==> src/rtl/cam_req_ctrl_if.sv <==
// ============================================================================
// cam_req_ctrl_if : command/response handshake bundle for cam_req_ctrl
// Revision: 1.0
// ============================================================================
`default_nettype none

interface cam_req_ctrl_if #(
  parameter int W = 32,
  parameter int I = 5
);
  logic         cmd_valid_i;
  logic         cmd_ready_o;
  logic [1:0]   cmd_op_i;
  logic [I-1:0] cmd_index_i;
  logic [W-1:0] cmd_data_i;

  logic         resp_valid_o;
  logic         resp_ready_i;
  logic         resp_hit_o;
  logic         resp_new_o;
  logic         resp_full_o;
  logic [I-1:0] resp_index_o;
  logic [W-1:0] resp_data_o;

  modport master (
    output cmd_valid_i, cmd_op_i, cmd_index_i, cmd_data_i, resp_ready_i,
    input  cmd_ready_o, resp_valid_o, resp_hit_o, resp_new_o, resp_full_o,
           resp_index_o, resp_data_o
  );

  modport slave (
    input  cmd_valid_i, cmd_op_i, cmd_index_i, cmd_data_i, resp_ready_i,
    output cmd_ready_o, resp_valid_o, resp_hit_o, resp_new_o, resp_full_o,
           resp_index_o, resp_data_o
  );
endinterface

`default_nettype wire

==> src/rtl/cam_req_ctrl.sv <==
// ============================================================================
// cam_req_ctrl : CAM request sequencer (lookup / insert-as-search-then-write / read)
// Optional statistics counters enabled by macro CAM_REQ_CTRL_STATS_EN.
// Revision: 1.0
// ============================================================================
`default_nettype none

module cam_req_ctrl #(
  parameter  int ARRAY_WIDTH_LOG2 = 5,
  parameter  int ARRAY_SIZE_LOG2  = 5,
  localparam int W = 2**ARRAY_WIDTH_LOG2,
  localparam int I = ARRAY_SIZE_LOG2,
  localparam int N = 2**ARRAY_SIZE_LOG2
) (
  input  logic         clk,
  input  logic         reset,
  cam_req_ctrl_if.slave bus,
  output logic [I:0]   count_o,
  output logic         cam_read_o,
  output logic [I-1:0] cam_read_index_o,
  output logic         cam_write_o,
  output logic [I-1:0] cam_write_index_o,
  output logic [W-1:0] cam_write_data_o,
  output logic         cam_search_o,
  output logic [W-1:0] cam_search_data_o,
  input  logic         cam_read_valid_i,
  input  logic [W-1:0] cam_read_value_i,
  input  logic         cam_search_valid_i,
  input  logic [I-1:0] cam_search_index_i,
  output logic [15:0]  hit_count_o,
  output logic [15:0]  miss_count_o
);

  typedef enum logic [1:0] {
    IDLE  = 2'd0,
    ISSUE = 2'd1,
    WRITE = 2'd2,
    RESP  = 2'd3
  } state_t;

  localparam logic [1:0] OP_LOOKUP = 2'b00;
  localparam logic [1:0] OP_INSERT = 2'b01;
  localparam logic [1:0] OP_READ   = 2'b10;
  localparam logic [I:0] FULL_CNT  = (I+1)'(N);

  state_t       state_q, state_d;
  logic [1:0]   op_q, op_d;
  logic [I-1:0] index_q, index_d;
  logic [W-1:0] data_q, data_d;
  logic [I:0]   alloc_q, alloc_d;
  logic         hit_q, hit_d;
  logic         new_q, new_d;
  logic         full_q, full_d;
  logic [I-1:0] rindex_q, rindex_d;
  logic [W-1:0] rdata_q, rdata_d;

  logic cmd_ready, resp_valid, rd_stb, wr_stb, sr_stb;

  always_comb begin
    state_d    = state_q;
    op_d       = op_q;
    index_d    = index_q;
    data_d     = data_q;
    alloc_d    = alloc_q;
    hit_d      = hit_q;
    new_d      = new_q;
    full_d     = full_q;
    rindex_d   = rindex_q;
    rdata_d    = rdata_q;
    cmd_ready  = 1'b0;
    resp_valid = 1'b0;
    rd_stb     = 1'b0;
    wr_stb     = 1'b0;
    sr_stb     = 1'b0;

    case (state_q)
      IDLE: begin
        // Gated by reset so the handshake reads 0 while reset is held.
        cmd_ready = ~reset;
        if (bus.cmd_valid_i) begin
          op_d    = bus.cmd_op_i;
          index_d = bus.cmd_index_i;
          data_d  = bus.cmd_data_i;
          state_d = ISSUE;
        end
      end
      ISSUE: begin
        hit_d    = 1'b0;
        new_d    = 1'b0;
        full_d   = 1'b0;
        rindex_d = '0;
        rdata_d  = '0;
        state_d  = RESP;
        case (op_q)
          OP_LOOKUP: begin
            sr_stb   = 1'b1;
            hit_d    = cam_search_valid_i;
            rindex_d = cam_search_index_i;
          end
          OP_READ: begin
            rd_stb   = 1'b1;
            hit_d    = cam_read_valid_i;
            rdata_d  = cam_read_value_i;
            rindex_d = index_q;
          end
          OP_INSERT: begin
            sr_stb = 1'b1;
            if (cam_search_valid_i) begin
              hit_d    = 1'b1;
              rindex_d = cam_search_index_i;
            end else if (alloc_q == FULL_CNT) begin
              full_d = 1'b1;
            end else begin
              state_d = WRITE;
            end
          end
          default: ;
        endcase
      end
      WRITE: begin
        // Linear allocation: entries are never freed, so alloc doubles as occupancy.
        wr_stb   = 1'b1;
        new_d    = 1'b1;
        hit_d    = 1'b0;
        rindex_d = alloc_q[I-1:0];
        alloc_d  = alloc_q + 1'b1;
        state_d  = RESP;
      end
      RESP: begin
        resp_valid = 1'b1;
        if (bus.resp_ready_i) begin
          state_d = IDLE;
        end
      end
      default: state_d = IDLE;
    endcase
  end

  always_ff @(posedge clk or posedge reset) begin
    if (reset) begin
      state_q  <= IDLE;
      op_q     <= '0;
      index_q  <= '0;
      data_q   <= '0;
      alloc_q  <= '0;
      hit_q    <= 1'b0;
      new_q    <= 1'b0;
      full_q   <= 1'b0;
      rindex_q <= '0;
      rdata_q  <= '0;
    end else begin
      state_q  <= state_d;
      op_q     <= op_d;
      index_q  <= index_d;
      data_q   <= data_d;
      alloc_q  <= alloc_d;
      hit_q    <= hit_d;
      new_q    <= new_d;
      full_q   <= full_d;
      rindex_q <= rindex_d;
      rdata_q  <= rdata_d;
    end
  end

  assign bus.cmd_ready_o  = cmd_ready;
  assign bus.resp_valid_o = resp_valid;
  assign bus.resp_hit_o   = hit_q;
  assign bus.resp_new_o   = new_q;
  assign bus.resp_full_o  = full_q;
  assign bus.resp_index_o = rindex_q;
  assign bus.resp_data_o  = rdata_q;

  assign count_o           = alloc_q;
  assign cam_read_o        = rd_stb;
  assign cam_read_index_o  = index_q;
  assign cam_write_o       = wr_stb;
  assign cam_write_index_o = alloc_q[I-1:0];
  assign cam_write_data_o  = data_q;
  assign cam_search_o      = sr_stb;
  assign cam_search_data_o = data_q;

`ifdef CAM_REQ_CTRL_STATS_EN
  logic [15:0] hit_cnt_q, hit_cnt_d, miss_cnt_q, miss_cnt_d;
  logic        stat_evt;

  always_comb begin
    hit_cnt_d  = hit_cnt_q;
    miss_cnt_d = miss_cnt_q;
    stat_evt   = (state_q == RESP) && bus.resp_ready_i &&
                 ((op_q == OP_LOOKUP) || (op_q == OP_INSERT));
    if (stat_evt) begin
      if (hit_q) begin
        if (hit_cnt_q != 16'hFFFF) hit_cnt_d = hit_cnt_q + 16'd1;
      end else begin
        if (miss_cnt_q != 16'hFFFF) miss_cnt_d = miss_cnt_q + 16'd1;
      end
    end
  end

  always_ff @(posedge clk or posedge reset) begin
    if (reset) begin
      hit_cnt_q  <= '0;
      miss_cnt_q <= '0;
    end else begin
      hit_cnt_q  <= hit_cnt_d;
      miss_cnt_q <= miss_cnt_d;
    end
  end

  assign hit_count_o  = hit_cnt_q;
  assign miss_count_o = miss_cnt_q;
`else
  assign hit_count_o  = 16'd0;
  assign miss_count_o = 16'd0;
`endif

endmodule

`default_nettype wire
==> src/flat_wrapper.sv <==
// flat-port wrapper written by rule: the top's interface ports become plain ports
module cam_req_ctrl_flat 
#(
  parameter  int ARRAY_WIDTH_LOG2 = 5,
  parameter  int ARRAY_SIZE_LOG2  = 5,
  localparam int W = 2**ARRAY_WIDTH_LOG2,
  localparam int I = ARRAY_SIZE_LOG2,
  localparam int N = 2**ARRAY_SIZE_LOG2
)
  (clk, reset, count_o, cam_read_o, cam_read_index_o, cam_write_o, cam_write_index_o, cam_write_data_o, cam_search_o, cam_search_data_o, cam_read_valid_i, cam_read_value_i, cam_search_valid_i, cam_search_index_i, hit_count_o, miss_count_o, bus_cmd_valid_i, bus_cmd_op_i, bus_cmd_index_i, bus_cmd_data_i, bus_resp_ready_i, bus_cmd_ready_o, bus_resp_valid_o, bus_resp_hit_o, bus_resp_new_o, bus_resp_full_o, bus_resp_index_o, bus_resp_data_o);
  cam_req_ctrl_if bus_i ();
  input  logic clk;
  input  logic reset;
  output logic [I:0] count_o;
  output logic cam_read_o;
  output logic [I-1:0] cam_read_index_o;
  output logic cam_write_o;
  output logic [I-1:0] cam_write_index_o;
  output logic [W-1:0] cam_write_data_o;
  output logic cam_search_o;
  output logic [W-1:0] cam_search_data_o;
  input  logic cam_read_valid_i;
  input  logic [W-1:0] cam_read_value_i;
  input  logic cam_search_valid_i;
  input  logic [I-1:0] cam_search_index_i;
  output logic [15:0] hit_count_o;
  output logic [15:0] miss_count_o;
  input wire logic [$bits(bus_i.cmd_valid_i)-1:0] bus_cmd_valid_i;
  input wire logic [$bits(bus_i.cmd_op_i)-1:0] bus_cmd_op_i;
  input wire logic [$bits(bus_i.cmd_index_i)-1:0] bus_cmd_index_i;
  input wire logic [$bits(bus_i.cmd_data_i)-1:0] bus_cmd_data_i;
  input wire logic [$bits(bus_i.resp_ready_i)-1:0] bus_resp_ready_i;
  output wire logic [$bits(bus_i.cmd_ready_o)-1:0] bus_cmd_ready_o;
  output wire logic [$bits(bus_i.resp_valid_o)-1:0] bus_resp_valid_o;
  output wire logic [$bits(bus_i.resp_hit_o)-1:0] bus_resp_hit_o;
  output wire logic [$bits(bus_i.resp_new_o)-1:0] bus_resp_new_o;
  output wire logic [$bits(bus_i.resp_full_o)-1:0] bus_resp_full_o;
  output wire logic [$bits(bus_i.resp_index_o)-1:0] bus_resp_index_o;
  output wire logic [$bits(bus_i.resp_data_o)-1:0] bus_resp_data_o;
  assign bus_i.cmd_valid_i = bus_cmd_valid_i;
  assign bus_i.cmd_op_i = bus_cmd_op_i;
  assign bus_i.cmd_index_i = bus_cmd_index_i;
  assign bus_i.cmd_data_i = bus_cmd_data_i;
  assign bus_i.resp_ready_i = bus_resp_ready_i;
  assign bus_cmd_ready_o = bus_i.cmd_ready_o;
  assign bus_resp_valid_o = bus_i.resp_valid_o;
  assign bus_resp_hit_o = bus_i.resp_hit_o;
  assign bus_resp_new_o = bus_i.resp_new_o;
  assign bus_resp_full_o = bus_i.resp_full_o;
  assign bus_resp_index_o = bus_i.resp_index_o;
  assign bus_resp_data_o = bus_i.resp_data_o;
  cam_req_ctrl #(.ARRAY_WIDTH_LOG2(ARRAY_WIDTH_LOG2), .ARRAY_SIZE_LOG2(ARRAY_SIZE_LOG2)) u_core (.clk(clk), .reset(reset), .bus(bus_i), .count_o(count_o), .cam_read_o(cam_read_o), .cam_read_index_o(cam_read_index_o), .cam_write_o(cam_write_o), .cam_write_index_o(cam_write_index_o), .cam_write_data_o(cam_write_data_o), .cam_search_o(cam_search_o), .cam_search_data_o(cam_search_data_o), .cam_read_valid_i(cam_read_valid_i), .cam_read_value_i(cam_read_value_i), .cam_search_valid_i(cam_search_valid_i), .cam_search_index_i(cam_search_index_i), .hit_count_o(hit_count_o), .miss_count_o(miss_count_o));
endmodule
==> config.mk <==
export PLATFORM = sky130hd
export DESIGN_NAME = cam_req_ctrl_flat
export DESIGN_NICKNAME = d
export VERILOG_FILES = /design/src/rtl/cam_req_ctrl_if.sv /design/src/rtl/cam_req_ctrl.sv /design/src/flat_wrapper.sv
export SDC_FILE = /design/constraint.sdc
export NUM_CORES = 1
export LEC_CHECK = 0
export CORE_MARGIN = 2
export CORE_UTILIZATION = 34
export DETAILED_ROUTE_END_ITERATION = 7
export HOLD_SLACK_MARGIN = 0.12
export MAX_ROUTING_LAYER = met4
export PLACE_DENSITY = 0.76
export SLEW_MARGIN = 40
export SYNTH_ARGS = -nofsm -noshare
export SYNTH_HDL_FRONTEND = slang
export SYNTH_SLANG_ARGS = --single-unit
==> constraint.sdc <==
create_clock -name clk -period 3.15 [get_ports clk]
set_input_delay 0.945 -clock clk [delete_from_list [all_inputs] [get_ports clk]]
set_output_delay 0.945 -clock clk [all_outputs]
set_load 0.05 [all_outputs]
==> results.rst <==
.. list-table::
   :header-rows: 1

   * - Metric
     - Value
   * - Number of antenna cells inserted
     - 0
   * - TritonCTS clock tree
     - built
   * - Hold Vio Cnt, Final
     - 0
   * - Most instantiated flip-flop cell in the synthesis netlist
     - sky130_fd_sc_hd__dfrtp_1
   * - Max H-tree Level
     - 3
   * - Vias after detailed routing
     - just under 3,000
   * - Final clock period utilization by the worst path
     - about nine tenths
   * - Number of buffer cells added on primary ports
     - slightly above 200
   * - Synth Cell Area
     - 0.00407 mm²
   * - I/O pin total
     - about 240
   * - Die outline width
     - 113 µm
   * - Dominant combinational cell family by area after synthesis
     - buffers and inverters
   * - Cell count after synthesis
     - 319
   * - Die outline area
     - about 0.013 mm²
   * - Vert. Die Dim
     - between 100 and 150 µm
   * - Maximum buffer depth of the clock tree
     - 2
   * - Tightest hold margin
     - 0.486 ns
   * - Layout cells sized above 1
     - 14.9%
   * - Number of clock sinks
     - 87
   * - Path class of the lowest-slack min-delay path
     - flip-flop to flip-flop
   * - Post-synthesis cell type count
     - 33
   * - Row count
     - 39
   * - Max-slew violation total from the final report
     - 0
   * - Final net count
     - 579
   * - Status
     - finished, final reports clean
   * - Synthesized-area fraction occupied by ao, oa, aoi and oai cells
     - ~11%
   * - TNS Setup
     - 0 ns
   * - Number of enable-type register cells in the synthesized netlist
     - 0
   * - Simple-Gate Fraction of Synth Area
     - 3.42%
   * - Number of clock buffers inserted by TritonCTS
     - 9
   * - Number of design rule violations left after detail routing
     - 0
   * - Setup clock skew after layout
     - 0.00736 ns
   * - Clock transition time at the flip-flop clock pins of the worst setup and hold paths
     - 0.06 ns
   * - Clock period minus final worst setup slack
     - 2.90 ns
   * - Per-cell routed wire length
     - 15.7 µm
   * - Worst-Margin Slew
     - between 0.5 and 0.6 ns
   * - Most numerous cell in the Yosys netlist
     - sky130_fd_sc_hd__dfrtp_1
   * - Ranking of synthesized cells by instance count
     - sky130_fd_sc_hd__dfrtp_1, sky130_fd_sc_hd__buf_4, sky130_fd_sc_hd__mux2_2, sky130_fd_sc_hd__a22o_1, sky130_fd_sc_hd__inv_1
   * - DRT Wirelength
     - 10,000 µm
   * - Global-route wire length before repair
     - about 16,000 µm
   * - Warnings from Yosys
     - 0
   * - Synth async-reset ratio
     - 100%
   * - #FFs+latches synth
     - 87
   * - Average instance area after synthesis
     - 12.7 µm²
   * - Total track usage
     - around 16%
   * - Area share of the largest cell type after synthesis
     - between 50% and 60%
   * - Dominant cell type by area after synthesis
     - sky130_fd_sc_hd__dfrtp_1
   * - Critical path endpoint category
     - primary output
   * - Hold_buf cts
     - 0
   * - Clock Latency Late Sink
     - roughly 0.33 ns
   * - Root buf cell
     - sky130_fd_sc_hd__clkbuf_16
   * - Unrepaired setup endpoints after global routing
     - false
   * - Critical path type
     - flip-flop to primary output
   * - Area share of fa/ha/maj cells after synthesis
     - about 2.2%
   * - Antenna violations before repair
     - 0
   * - Arrival time reported for the critical path endpoint
     - about 2.0 ns
   * - Post-cts gate resize count
     - 0
   * - Share of synthesized area occupied by flip-flops and latches
     - between 50 and 60%
   * - Drt first-iter violations
     - 170
   * - # Max-Cap Violations
     - 0
   * - Final estimated routing congestion in global placement
     - slightly below 0.8
   * - Length of the first detailed-routing pass in iterations
     - 4
   * - Area growth syn-to-layout
     - 53.6%
   * - Synthesized-area fraction occupied by xor and xnor cells
     - under 10%
   * - Multiplexer share of the synthesized area
     - 12.2%
   * - GRT overflow
     - 0
   * - Startpoint class of the critical path
     - flip-flop
   * - Largest cells by area after synthesis
     - sky130_fd_sc_hd__dfrtp_1, sky130_fd_sc_hd__buf_4, sky130_fd_sc_hd__mux2_2
   * - Initial Util
     - approximately a third
   * - Max transition margin
     - a little under two thirds
   * - HPWL reported at the end of detailed placement
     - 7450 µm
   * - Post-CTS repair timing setup buffer count
     - 0
   * - Largest net degree at the start of global routing
     - 88
   * - Required time of the critical path
     - around 2.2 ns
   * - Max FO, Critical Path
     - 5
   * - Residual antenna-violating net count after detailed routing
     - 0
   * - Final setup fails
     - 0
   * - Peak clock frequency supported by timing
     - 0.345 GHz
   * - Vias in the first global route
     - 3,037
   * - Floorplan Core Area
     - between 0.01 and 0.015 mm²
   * - Vias per std cell
     - ~4.6
## routing by layer
metal  vias up  global-route usage [%]  share of wire [%]
met5         -                       -                  0
met4         0                    4.47                1.1
met3        13                    3.75                6.3
met2       134                    27.2                 52
met1      1461                    18.8                 41
li1       1350                       -                  -
## placed cells by master, fill, tap and decap left out, drive strengths merged, types with 5 or more instances in the layout
cell type and instances:
a22o 32, a22oi 5, buf 9, clkbuf 10, clkdlybuf4s50 203, conb 32
dfrtp 87, ha 7, inv 12, mux2 44, nand2 6, nand3 5
nor2b 5, o221ai 5
## cells by family after synthesis
kind of cell,count (synthesis)
flops,87
mux,44
buf+inv,97
fa+ha+maj,7
other cells,1
compound gates,53
xor+xnor,5
simple gates,25
## sequential cells by signal (all words and copies together), names as in the netlist, 2 cells and up
signal                    flops
u_core.bus.resp_data_o       32
u_core.bus.resp_index_o       5
u_core.cam_read_index_o       5
u_core.cam_search_data_o     32
u_core.count_o                6
u_core.op_q                   2
u_core.state_q                2
## critical path, cell delays in order (launching register included)
cell	delay (ns)
sky130_fd_sc_hd__dfrtp_1	0.42
sky130_fd_sc_hd__inv_1	0.13
sky130_fd_sc_hd__ha_1	0.23
sky130_fd_sc_hd__clkdlybuf4s50_1	0.84
## metrics by stage
stage | area [µm²] | setup WS (ns) | cells | util, %
2_1_floorplan | 4190 | 0.473 | 350 | -
3_3_place_gp | 5900 | 0.403 | 622 | 51.0
3_5_place_dp | 5900 | 0.367 | 622 | 51.0
4_1_cts | 6240 | 0.249 | 638 | 54.0
5_1_grt | 6240 | 0.208 | 638 | 54.0
6_report | 6240 | 0.253 | 638 | 54.0
## final cells by class
cell class	instances	area, µm²
fillers	984	5320
repair buffers	212	2150
multi-input cells	166	1340
inverters	14	56.3
clock inverters	6	108
well taps	143	179
flip-flops and latches	87	2180
clock buffers	10	239
## worst paths after layout
check	end	start	cells past startpoint	slack, ns
max	cam_write_o	u_core.state_q[0]	3	0.25
min in group asynchronous	u_core.cam_search_data_o[8]	reset	3	1.14
max reg2reg	u_core.cam_search_data_o[23]	u_core.state_q[0]	5	1.34
min	u_core.bus.resp_full_o	u_core.bus.resp_full_o	2	0.49
max in group asynchronous	u_core.bus.resp_data_o[22]	reset	3	1.68
min reg2reg	u_core.bus.resp_full_o	u_core.bus.resp_full_o	2	0.49
Power is not shown: default switching activity piles up to over one toggle a cycle in this logic, so the estimate is an artifact.
